==> config.mk <==
export PLATFORM = sky130hd
export DESIGN_NAME = text_scan_sequencer
export DESIGN_NICKNAME = d
export VERILOG_FILES = /design/src/rtl/text_scan_sequencer_pkg.sv /design/src/rtl/text_byte_fifo.sv /design/src/rtl/text_scan_sequencer.sv
export SDC_FILE = /design/constraint.sdc
export NUM_CORES = 1
export LEC_CHECK = 0
export ABC_CLOCK_PERIOD_IN_PS = 3700
export CORE_UTILIZATION = 35
export DETAILED_ROUTE_END_ITERATION = 10
export DONT_BUFFER_PORTS = 1
export PLACE_DENSITY = 0.61
export SLEW_MARGIN = 20
export SYNTH_ARGS = -nofsm -noshare
export SYNTH_HDL_FRONTEND = slang
export SYNTH_SLANG_ARGS = --single-unit
==> constraint.sdc <==
create_clock -name clk -period 3.7 [get_ports clk]
set_input_delay 0.37 -clock clk [delete_from_list [all_inputs] [get_ports clk]]
set_output_delay 0.37 -clock clk [all_outputs]
set_load 0.02 [all_outputs]
==> src/rtl/text_scan_sequencer_pkg.sv <==
// Shared state encoding and default geometry for the text scan sequencer.
package text_scan_sequencer_pkg;

  // Frame sequencing states
  typedef enum logic [1:0] {
    IDLE  = 2'd0,
    FETCH = 2'd1,
    DRAIN = 2'd2,
    DONE  = 2'd3
  } scanState_t;

  // 128x64 display, 8 pixel rows per byte
  localparam int unsigned DEF_NUM_BYTES    = 1024;
  localparam int unsigned DEF_ADDR_W       = 10;
  // One clock for the char row lookup, one for the font register
  localparam int unsigned DEF_READ_LATENCY = 2;
  localparam int unsigned DEF_FIFO_DEPTH   = 4;

endpackage

==> src/rtl/text_byte_fifo.sv <==
// Small synchronous FIFO holding realigned font bytes ahead of the byte sender.
module text_byte_fifo
  import text_scan_sequencer_pkg::*;
#(
  parameter int unsigned DEPTH = DEF_FIFO_DEPTH,
  parameter int unsigned WIDTH = 8
) (
  input  logic                   clk,
  input  logic                   resetn,
  input  logic                   push,
  input  logic [WIDTH-1:0]       din,
  input  logic                   pop,
  output logic [WIDTH-1:0]       dout,
  output logic [$clog2(DEPTH):0] count,
  output logic                   empty,
  output logic                   full
);

  localparam int unsigned PTR_W = $clog2(DEPTH);
  localparam int unsigned CNT_W = PTR_W + 1;

  logic [WIDTH-1:0] mem [DEPTH];
  logic [PTR_W-1:0] wrPtr;
  logic [PTR_W-1:0] rdPtr;
  logic             wrEn;
  logic             rdEn;

  assign empty = (count == '0);
  assign full  = (count == CNT_W'(DEPTH));
  assign dout  = mem[rdPtr];

  // A push into a full FIFO is only taken when a pop frees the slot in the same cycle
  assign rdEn = pop && !empty;
  assign wrEn = push && (!full || rdEn);

  // Storage, pointers and occupancy; pointers wrap naturally since DEPTH is a power of two
  always_ff @(posedge clk or negedge resetn) begin
    if (!resetn) begin
      for (int i = 0; i < int'(DEPTH); i++) begin
        mem[i] <= '0;
      end
      wrPtr <= '0;
      rdPtr <= '0;
      count <= '0;
    end else begin
      if (wrEn) begin
        mem[wrPtr] <= din;
        wrPtr      <= wrPtr + PTR_W'(1);
      end
      if (rdEn) begin
        rdPtr <= rdPtr + PTR_W'(1);
      end
      case ({wrEn, rdEn})
        2'b10:   count <= count + CNT_W'(1);
        2'b01:   count <= count - CNT_W'(1);
        default: count <= count;
      endcase
    end
  end

endmodule

==> src/rtl/text_scan_sequencer.sv <==
// Walks the text engine over one frame of pixel addresses, realigns the returned font
// bytes to the engine's read latency and streams them to the OLED byte sender.
module text_scan_sequencer
  import text_scan_sequencer_pkg::*;
#(
  parameter int unsigned NUM_BYTES    = DEF_NUM_BYTES,
  parameter int unsigned ADDR_W       = DEF_ADDR_W,
  parameter int unsigned READ_LATENCY = DEF_READ_LATENCY,
  parameter int unsigned FIFO_DEPTH   = DEF_FIFO_DEPTH
) (
  input  logic              clk,
  input  logic              resetn,
  input  logic              frame_start,
  output logic              busy,
  output logic              frame_done,
  output logic [ADDR_W-1:0] pixel_address,
  input  logic [7:0]        pixel_data,
  output logic              byte_valid,
  output logic [7:0]        byte_data,
  input  logic              byte_ready
);

  localparam int unsigned IDX_W = ADDR_W + 1;
  localparam int unsigned CNT_W = $clog2(FIFO_DEPTH) + 1;
  localparam int unsigned OUT_W = $clog2(FIFO_DEPTH + READ_LATENCY + 2) + 1;
  localparam logic [IDX_W-1:0] LAST_IDX  = IDX_W'(NUM_BYTES - 1);
  localparam logic [OUT_W-1:0] DEPTH_LIM = OUT_W'(FIFO_DEPTH);

  scanState_t              state;
  logic [IDX_W-1:0]        idx;
  logic                    issueQ;
  logic [READ_LATENCY-1:0] issuePipe;
  logic                    capture;
  logic [OUT_W-1:0]        outstanding;
  logic                    issue;
  logic                    lastIssue;
  logic                    drainDone;

  logic [CNT_W-1:0]        fifoCount;
  logic                    fifoEmpty;
  logic                    fifoFull;
  logic                    fifoPop;

  // issueQ marks the cycle an address is on the bus; its byte arrives READ_LATENCY clocks later
  assign capture = issuePipe[READ_LATENCY-1];

  assign fifoPop    = !fifoEmpty && byte_ready;
  assign byte_valid = !fifoEmpty;

  // Bytes owed to the FIFO: address on the bus, reads in flight, and bytes already buffered
  always_comb begin
    outstanding = OUT_W'(fifoCount) + OUT_W'(issueQ);
    for (int i = 0; i < int'(READ_LATENCY); i++) begin
      outstanding = outstanding + OUT_W'(issuePipe[i]);
    end
  end

  // Credit check: a pop this cycle frees a slot, which keeps full rate at steady state
  assign issue = ((state == IDLE && frame_start) || state == FETCH)
                 && (outstanding < DEPTH_LIM + OUT_W'(fifoPop));
  assign lastIssue = issue && (idx == LAST_IDX);

  // Frame is finished once nothing is in flight and the last buffered byte leaves this cycle
  assign drainDone = !issueQ && (issuePipe == '0)
                     && (fifoEmpty || (fifoCount == CNT_W'(1) && fifoPop));

  // Frame FSM, address counter and registered status outputs
  always_ff @(posedge clk or negedge resetn) begin
    if (!resetn) begin
      state         <= IDLE;
      idx           <= '0;
      pixel_address <= '0;
      busy          <= 1'b0;
      frame_done    <= 1'b0;
    end else begin
      frame_done <= 1'b0;
      case (state)
        IDLE: begin
          if (frame_start) begin
            state <= lastIssue ? DRAIN : FETCH;
            busy  <= 1'b1;
          end
        end
        FETCH: begin
          if (lastIssue) begin
            state <= DRAIN;
          end
        end
        DRAIN: begin
          if (drainDone) begin
            state      <= DONE;
            frame_done <= 1'b1;
          end
        end
        DONE: begin
          state <= IDLE;
          busy  <= 1'b0;
          idx   <= '0;
        end
        default: state <= IDLE;
      endcase
      if (issue) begin
        pixel_address <= idx[ADDR_W-1:0];
        idx           <= idx + IDX_W'(1);
      end
    end
  end

  // Issue strobe delayed to line up with the returned font byte
  always_ff @(posedge clk or negedge resetn) begin
    if (!resetn) begin
      issueQ    <= 1'b0;
      issuePipe <= '0;
    end else begin
      issueQ       <= issue;
      issuePipe[0] <= issueQ;
      for (int i = 1; i < int'(READ_LATENCY); i++) begin
        issuePipe[i] <= issuePipe[i-1];
      end
    end
  end

  text_byte_fifo #(
    .DEPTH (FIFO_DEPTH),
    .WIDTH (8)
  ) uFifo (
    .clk    (clk),
    .resetn (resetn),
    .push   (capture),
    .din    (pixel_data),
    .pop    (fifoPop),
    .dout   (byte_data),
    .count  (fifoCount),
    .empty  (fifoEmpty),
    .full   (fifoFull)
  );

  // The credit rule must make a capture into a full FIFO impossible
  noPushWhenFull: assert property (@(posedge clk) disable iff (!resetn) !(capture && fifoFull));

endmodule

After elaboration in Yosys (flattened, before gate mapping) --
Cells that the tools add are included.
Operators by class: add/subtract/negate cells 9, order comparisons 4, equality and inequality tests 11, muxes and demuxes 18, bitwise operators 2, reductions and logical operators 24
Operator list (count):
- bitwise mux 32 bit | 1
- two-way mux 8 bit | 3
- two-way mux 11 bit | 2
- binary-select mux 8 bit (select 2 bit) | 1
- demux 8 bit (select 2 bit) | 1
- adder 11 x 1 -> 11 bit (second input constant) | 1
- == test 11 x 10 -> 1 bit (second input constant) | 1
- logical AND 1 bit | 10
- adder 4 x 1 -> 4 bit | 2
- two-way mux 2 bit | 4
- case mux 2 bit (4 select lines) | 1
- == test 2 bit (second input constant) | 3
- >= comparator 3 bit (second input constant) | 2
- inequality test 2 bit (second input constant) | 3
- inverter 2 -> 3 bit | 2
- case mux 3 bit (2 select lines) | 1
- nonzero test 2 bit | 3
- adder 2 x 1 -> 2 bit (second input constant) | 2
- adder 3 x 1 -> 4 bit | 1
- adder 3 x 1 -> 4 bit (first input constant) | 1
- == test 2 x 1 -> 1 bit (second input constant) | 2
- logical NOT 2 bit | 2
- < comparator 4 bit | 1
- adder 3 x 1 -> 3 bit (second input constant) | 1
- 11 further kinds | 17
Word-level totals: bits in registers 67, output and inout port bits 21, logic and storage cells 82

Longest topological paths before layout --
depth in word-level cells 10, gate-level depth with buffers 13, depth with buffers taken out 10

Cells and area by module --
Synthesis repeated with hierarchy kept, for this count alone.
Unflattened totals: cell total of the unflattened synthesis 270, area total of the unflattened synthesis 3298.2 µm²
Modules (own cells, without submodules):
- text_byte_fifo | instances 1, cells each 115, area each 1801.7 µm², seq. area each 975.9 µm²
- text_scan_sequencer | instances 1, cells each 155, area each 1496.4 µm², seq. area each 700.7 µm²

Worst setup path before layout --
No wires, ideal clock.
path kind reg2reg, start point reg issueQ, end point reg state[1], setup time 0.124 ns, arrival time 2.860 ns, data required time 3.576 ns, slack 0.717 ns, cell stages (with the launch flop) 10, period minus slack after synthesis 2.983 ns, cell sequence dfrtp_1 > fa_1 > ha_1 > inv_1 > fa_1 > and3b_1 > o22ai_2 > or4_4 > a21o_1 > a211o_1
On the way: word-level cells in the longest chain between the ends 9, elaborated cells between the ends (all ways) 15, those cells by class 3 x add/sub; 1 x order compare; 2 x eq/ne; 3 x mux; 6 x reduce/logical
Ends and longest elaborated chain:
- from (decl) | line text_scan_sequencer.sv:31 | logic issueQ;
- from (signal assigned) | line text_scan_sequencer.sv:115 | issueQ <= issue;
- adder 3 x 1 -> 4 bit | line text_scan_sequencer.sv:52 | outstanding = OUT_W'(fifoCount) + OUT_W'(issueQ);
- adder 4 x 1 -> 4 bit (2 in a row) | line text_scan_sequencer.sv:54 | outstanding = outstanding + OUT_W'(issuePipe[i]);
- < comparator 4 bit | line text_scan_sequencer.sv:60 | && (outstanding < DEPTH_LIM + OUT_W'(fifoPop));
- logical AND 1 bit | line text_scan_sequencer.sv:60
- logical AND 1 bit | line text_scan_sequencer.sv:61 | assign lastIssue = issue && (idx == LAST_IDX);
- two-way mux 2 bit | line text_scan_sequencer.sv:80 | state <= lastIssue ? DRAIN : FETCH;
- two-way mux 2 bit | line text_scan_sequencer.sv:79 | if (frame_start) begin
- case mux 2 bit (4 select lines) | line text_scan_sequencer.sv:77 | case (state)
- to (signal assigned) | line text_scan_sequencer.sv:80
- to (decl) | line text_scan_sequencer.sv:29 | scanState_t state;
Several ways; a longest one is shown, not always the timed one. The select of a mux whose other input is x is not followed. A chain may end at the register's enable or synchronous reset.

Worst setup path in the final report --
start point reg issueQ, end point reg idx[3]
On the way: word-level cells in the longest chain between the ends 6, elaborated cells between the ends (all ways) 7, those cells by class 3 x add/sub; 1 x order compare; 1 x mux; 2 x reduce/logical
Ends and longest elaborated chain:
- adder 3 x 1 -> 4 bit (*) | line text_scan_sequencer.sv:52
- adder 4 x 1 -> 4 bit (*) (2 in a row) | line text_scan_sequencer.sv:54
- < comparator 4 bit (*) | line text_scan_sequencer.sv:60
- logical AND 1 bit (*) | line text_scan_sequencer.sv:60
- two-way mux 11 bit / nonzero test 2 bit (equally long branches)
- to (signal assigned) | line text_scan_sequencer.sv:104 | idx <= idx + IDX_W'(1);
- to (decl) | line text_scan_sequencer.sv:30 | logic [IDX_W-1:0] idx;
Mark *: on every way between the ends. The rest lies on a longest branch, timed or not.

==> load_flow_metrics.sql <==
INSERT INTO impl_metrics (metric_group, metric, value, unit) VALUES
('detailed_routing', 'dr_total_vias', '2000', ''),
('yosys', 'yosysSeqAreaShare', '51.8', '%'),
('yosys', 'synth_enable_flop_cells', '0', ''),
('setup_path', 'timing.rr.start', 'issueQ', ''),
('yosys', 'synth.yosys.warnings', '0', ''),
('layout', 'antenna_cells_inserted', '0', ''),
('timing', 'fin_crit', '3.21', 'ns'),
('setup_path', 'crit-reg2reg-capture', 'idx[3]', ''),
('power', 'power_density', '913', 'nW/µm²'),
('yosys', 'synth.top_cell.area_share', '51.8', '%'),
('detailed_routing', 'postRouteAntennaNets', '0', ''),
('yosys', 'ys_top_cells_by_area', 'sky130_fd_sc_hd__dfrtp_1 (52%), sky130_fd_sc_hd__mux2_2 (11%), sky130_fd_sc_hd__ha_1 (6.2%), sky130_fd_sc_hd__nand2_1 (5.7%), sky130_fd_sc_hd__mux4_2 (5.6%)', ''),
('yosys', 'main_flop_type_after_synthesis', 'sky130_fd_sc_hd__dfrtp_1', ''),
('clock_network', 'clock_sinks', '67', ''),
('yosys', 'avgSynthCellArea', '11.9', 'µm²'),
('detailed_routing', 'detail_route.wirelength', '5960', 'µm'),
('detailed_routing', 'firstDrtPassIters', '9', ''),
('job', 'max-cap-violations', '0', ''),
('floorplanning', 'die_extent_in_x', '98.2', 'µm'),
('yosys', 'postSynthRegisterBits', '67', ''),
('yosys', 'yosys-top-cells-count', 'sky130_fd_sc_hd__dfrtp_1 (67), sky130_fd_sc_hd__nand2_1 (49), sky130_fd_sc_hd__mux2_2 (32), sky130_fd_sc_hd__ha_1 (16), sky130_fd_sc_hd__inv_1 (14)', ''),
('setup_path', 'most_prevalent_standard_cell_on_the_critical_path', 'sky130_fd_sc_hd__fa_1', ''),
('setup_path', 'critical_path.top_delay_family', 'adder cells', ''),
('yosys', 'post_synth_num_cell_types', '40', ''),
('global_route', 'vias_in_the_first_global_route', '2047', ''),
('setup_path', 'category_of_the_worst_setup_path_launch_point', 'flop', ''),
('setup_path', 'cp_num_cells', '10', ''),
('yosys', 'synth_area_leader_cell', 'sky130_fd_sc_hd__dfrtp_1', ''),
('setup_path', 'cp_slowest_cell', 'sky130_fd_sc_hd__fa_1', ''),
('setup_path', 'worstPathCellList', 'fa_1, ha_1, inv_1, fa_1, and3b_1, o22ai_2, or2_2, inv_2, a21o_1, a22o_1', ''),
('yosys', 'synthMostInstantiatedCell', 'sky130_fd_sc_hd__dfrtp_1', ''),
('timing', 'final-max-slew-violation-count', '0', ''),
('floorplanning', 'initial_utilization', '36.6', '%'),
('clock_network', 'cts_max_path_buffers', '2', ''),
('setup_path', 'crit_buf_inv', '2', ''),
('setup_path', 'cp_data_arrival_time', '3.45', 'ns'),
('layout', 'final_net_count', '307', ''),
('timing', 'final_min_period_over_clock_period', '86.6', '%'),
('yosys', 'synth.net_count', '302', ''),
('clock_network', 'worstSkewPairLatency', '0.35', 'ns'),
('layout', 'syn_to_final_growth', '11.4', '%'),
('setup_path', 'critical_path.startpoint', 'issueQ', ''),
('layout', 'post_route_cells_drive_above_1_share', '23.0', '%'),
('clock_network', 'cts-buffers-inserted', '9', ''),
('setup_path', 'worst_r2r_path_depth', '10', ''),
('run_status', 'status', 'finished with violations', ''),
('global_route', 'antenna_found_initial', '0', ''),
('detailed_routing', 'drc', '2', ''),
('detailed_routing', 'route.detailed.wl_per_inst', '15.3', 'µm'),
('timing', 'finalHoldViolations', '0', ''),
('floorplanning', 'floorplan.rows', '34', ''),
('placement', 'routabilityCongestion', '0.826', ''),
('timing', 'worst_slew_margin_rel', '59.2', '%'),
('clock_network', 'clock_tree_from_tritoncts', 'yes', ''),
('detailed_routing', 'viasPerCell', '5.13', ''),
('hold_path', 'worstHoldPathType', 'in2reg', ''),
('clock_network', 'root_buffer', 'sky130_fd_sc_hd__clkbuf_8', ''),
('timing', 'grt_setup_unrepaired', 'no', ''),
('floorplanning', 'die_height', '98.2', 'µm'),
('setup_path', 'required', '3.94', 'ns'),
('hold_path', 'holdPathStages', '1', ''),
('global_route', 'grt_start_max_net_pins', '68', ''),
('clock_network', 'htree_levels', '3', ''),
('setup_path', 'timing.critical_path.slowest_cell_delay', '0.54', 'ns'),
('global_route', 'gr-total-overflow', '0', ''),
('placement', 'place.detailed.hpwl', '4080', 'µm'),
('layout', 'sequential_cell_area', '1680', 'µm²'),
('run_status', 'failed_checks', 'design-rule violations', ''),
('clock_network', 'clk_pin_slew', '0.07', 'ns'),
('detailed_routing', 'detail_route.iter0.violations', '61', ''),
('floorplanning', 'top_level_ports', '33', '');
## cell families (layout without fill, tap and decap cells)
family / Yosys count / after routing / synth area share (%)
mux: 42 / 42 / 17.3
xor+xnor: 8 / 8 / 2.16
flops: 67 / 67 / 51.8
simple gates: 81 / 81 / 11.4
fa+ha+maj: 18 / 18 / 7.42
compound gates: 33 / 33 / 7.03
buf+inv: 23 / 33 / 2.93
## worst min-delay path by stage
stage                   from            end
2_1_floorplan         resetn           busy
3_5_place_dp          resetn  uFifo.mem[29]
5_1_grt        pixel_data[0]   uFifo.mem[0]
4_1_cts        pixel_data[4]  uFifo.mem[28]
3_3_place_gp          resetn  uFifo.mem[29]
6_report       pixel_data[4]  uFifo.mem[28]
## placed cells by master (no fill, tap or decap), types with 3 or more instances in the layout
master and instances:
sky130_fd_sc_hd__xnor2_1 5, sky130_fd_sc_hd__mux4_2 8, sky130_fd_sc_hd__xor2_1 3, sky130_fd_sc_hd__a211oi_1 3, sky130_fd_sc_hd__clkbuf_8 11, sky130_fd_sc_hd__inv_1 14
sky130_fd_sc_hd__mux2_2 32, sky130_fd_sc_hd__a21o_1 7, sky130_fd_sc_hd__dfrtp_1 67, sky130_fd_sc_hd__ha_1 16, sky130_fd_sc_hd__nor3_1 4, sky130_fd_sc_hd__nand3_1 6
sky130_fd_sc_hd__nor2_1 8, sky130_fd_sc_hd__o21ai_0 10, sky130_fd_sc_hd__nand2_1 49, sky130_fd_sc_hd__a21oi_1 3
## final cells by class
| cell class | count | share of cell area, % |
|---|---|---|
| sequential | 67 | 46.5 |
| multi-input combinational | 182 | 40.7 |
| clock buffer | 11 | 4.20 |
| tap | 108 | 3.74 |
| clock inverter | 5 | 2.32 |
| inverter | 15 | 1.56 |
| timing repair buffer | 2 | 1.04 |
## metrics by stage
step / hold WS [ns] / util (%) / cell area [µm²] / std cells / power, mW
floorplan: 0.0744 / - / 3240 / 272 / 2.38
global placement: 0.0763 / 37.7 / 3340 / 372 / 2.55
detailed placement: 0.0760 / 37.7 / 3340 / 372 / 2.61
CTS: 0.153 / 40.8 / 3610 / 390 / 3.34
global route: 0.148 / 40.8 / 3610 / 390 / 3.54
finish: 0.168 / 40.8 / 3610 / 390 / 3.29
## layer usage
layer	vias to the layer above	track usage (%)	wire, µm
met5	-	0	0
met4	0	5.17	65
met3	11	4.29	259
met2	38	23.2	2880
met1	990	16.8	2750
li1	961	-	-
## power by group
| group | switching (mW) | leakage (nW) | internal [mW] | total [mW] |
|---|---|---|---|---|
| clock network | 0.284 | 0.112 | 0.418 | 0.702 |
| logic | 0.731 | 0.700 | 0.604 | 1.34 |
| registers | 0.249 | 0.846 | 1.01 | 1.26 |
| total | 1.26 | 1.66 | 2.03 | 3.29 |
## timing repair
action                                 in CTS  in global routing
buffers inserted                            0                  0
hold buffers                                2                  0
endpoints found under the hold margin      67                  0
## flip-flops by register name, summed over array words and instances (netlist names)
signal,flops
pixel_address,10
uFifo.mem,32
frame_done,1
issueQ,1
uFifo.wrPtr,2
uFifo.rdPtr,2
issuePipe,2
busy,1
state,2
uFifo.count,3
idx,11
## worst register-to-register path, stage by stage, from the launching register on
cell,delay [ns]
sky130_fd_sc_hd__dfrtp_1,0.41
sky130_fd_sc_hd__fa_1,0.54
sky130_fd_sc_hd__ha_1,0.17
sky130_fd_sc_hd__inv_1,0.06
sky130_fd_sc_hd__fa_1,0.42
sky130_fd_sc_hd__and3b_1,0.18
sky130_fd_sc_hd__o22ai_2,0.30
sky130_fd_sc_hd__or2_2,0.37
sky130_fd_sc_hd__inv_2,0.23
sky130_fd_sc_hd__a21o_1,0.21
sky130_fd_sc_hd__a22o_1,0.22
(Power assumes the default switching activity.)
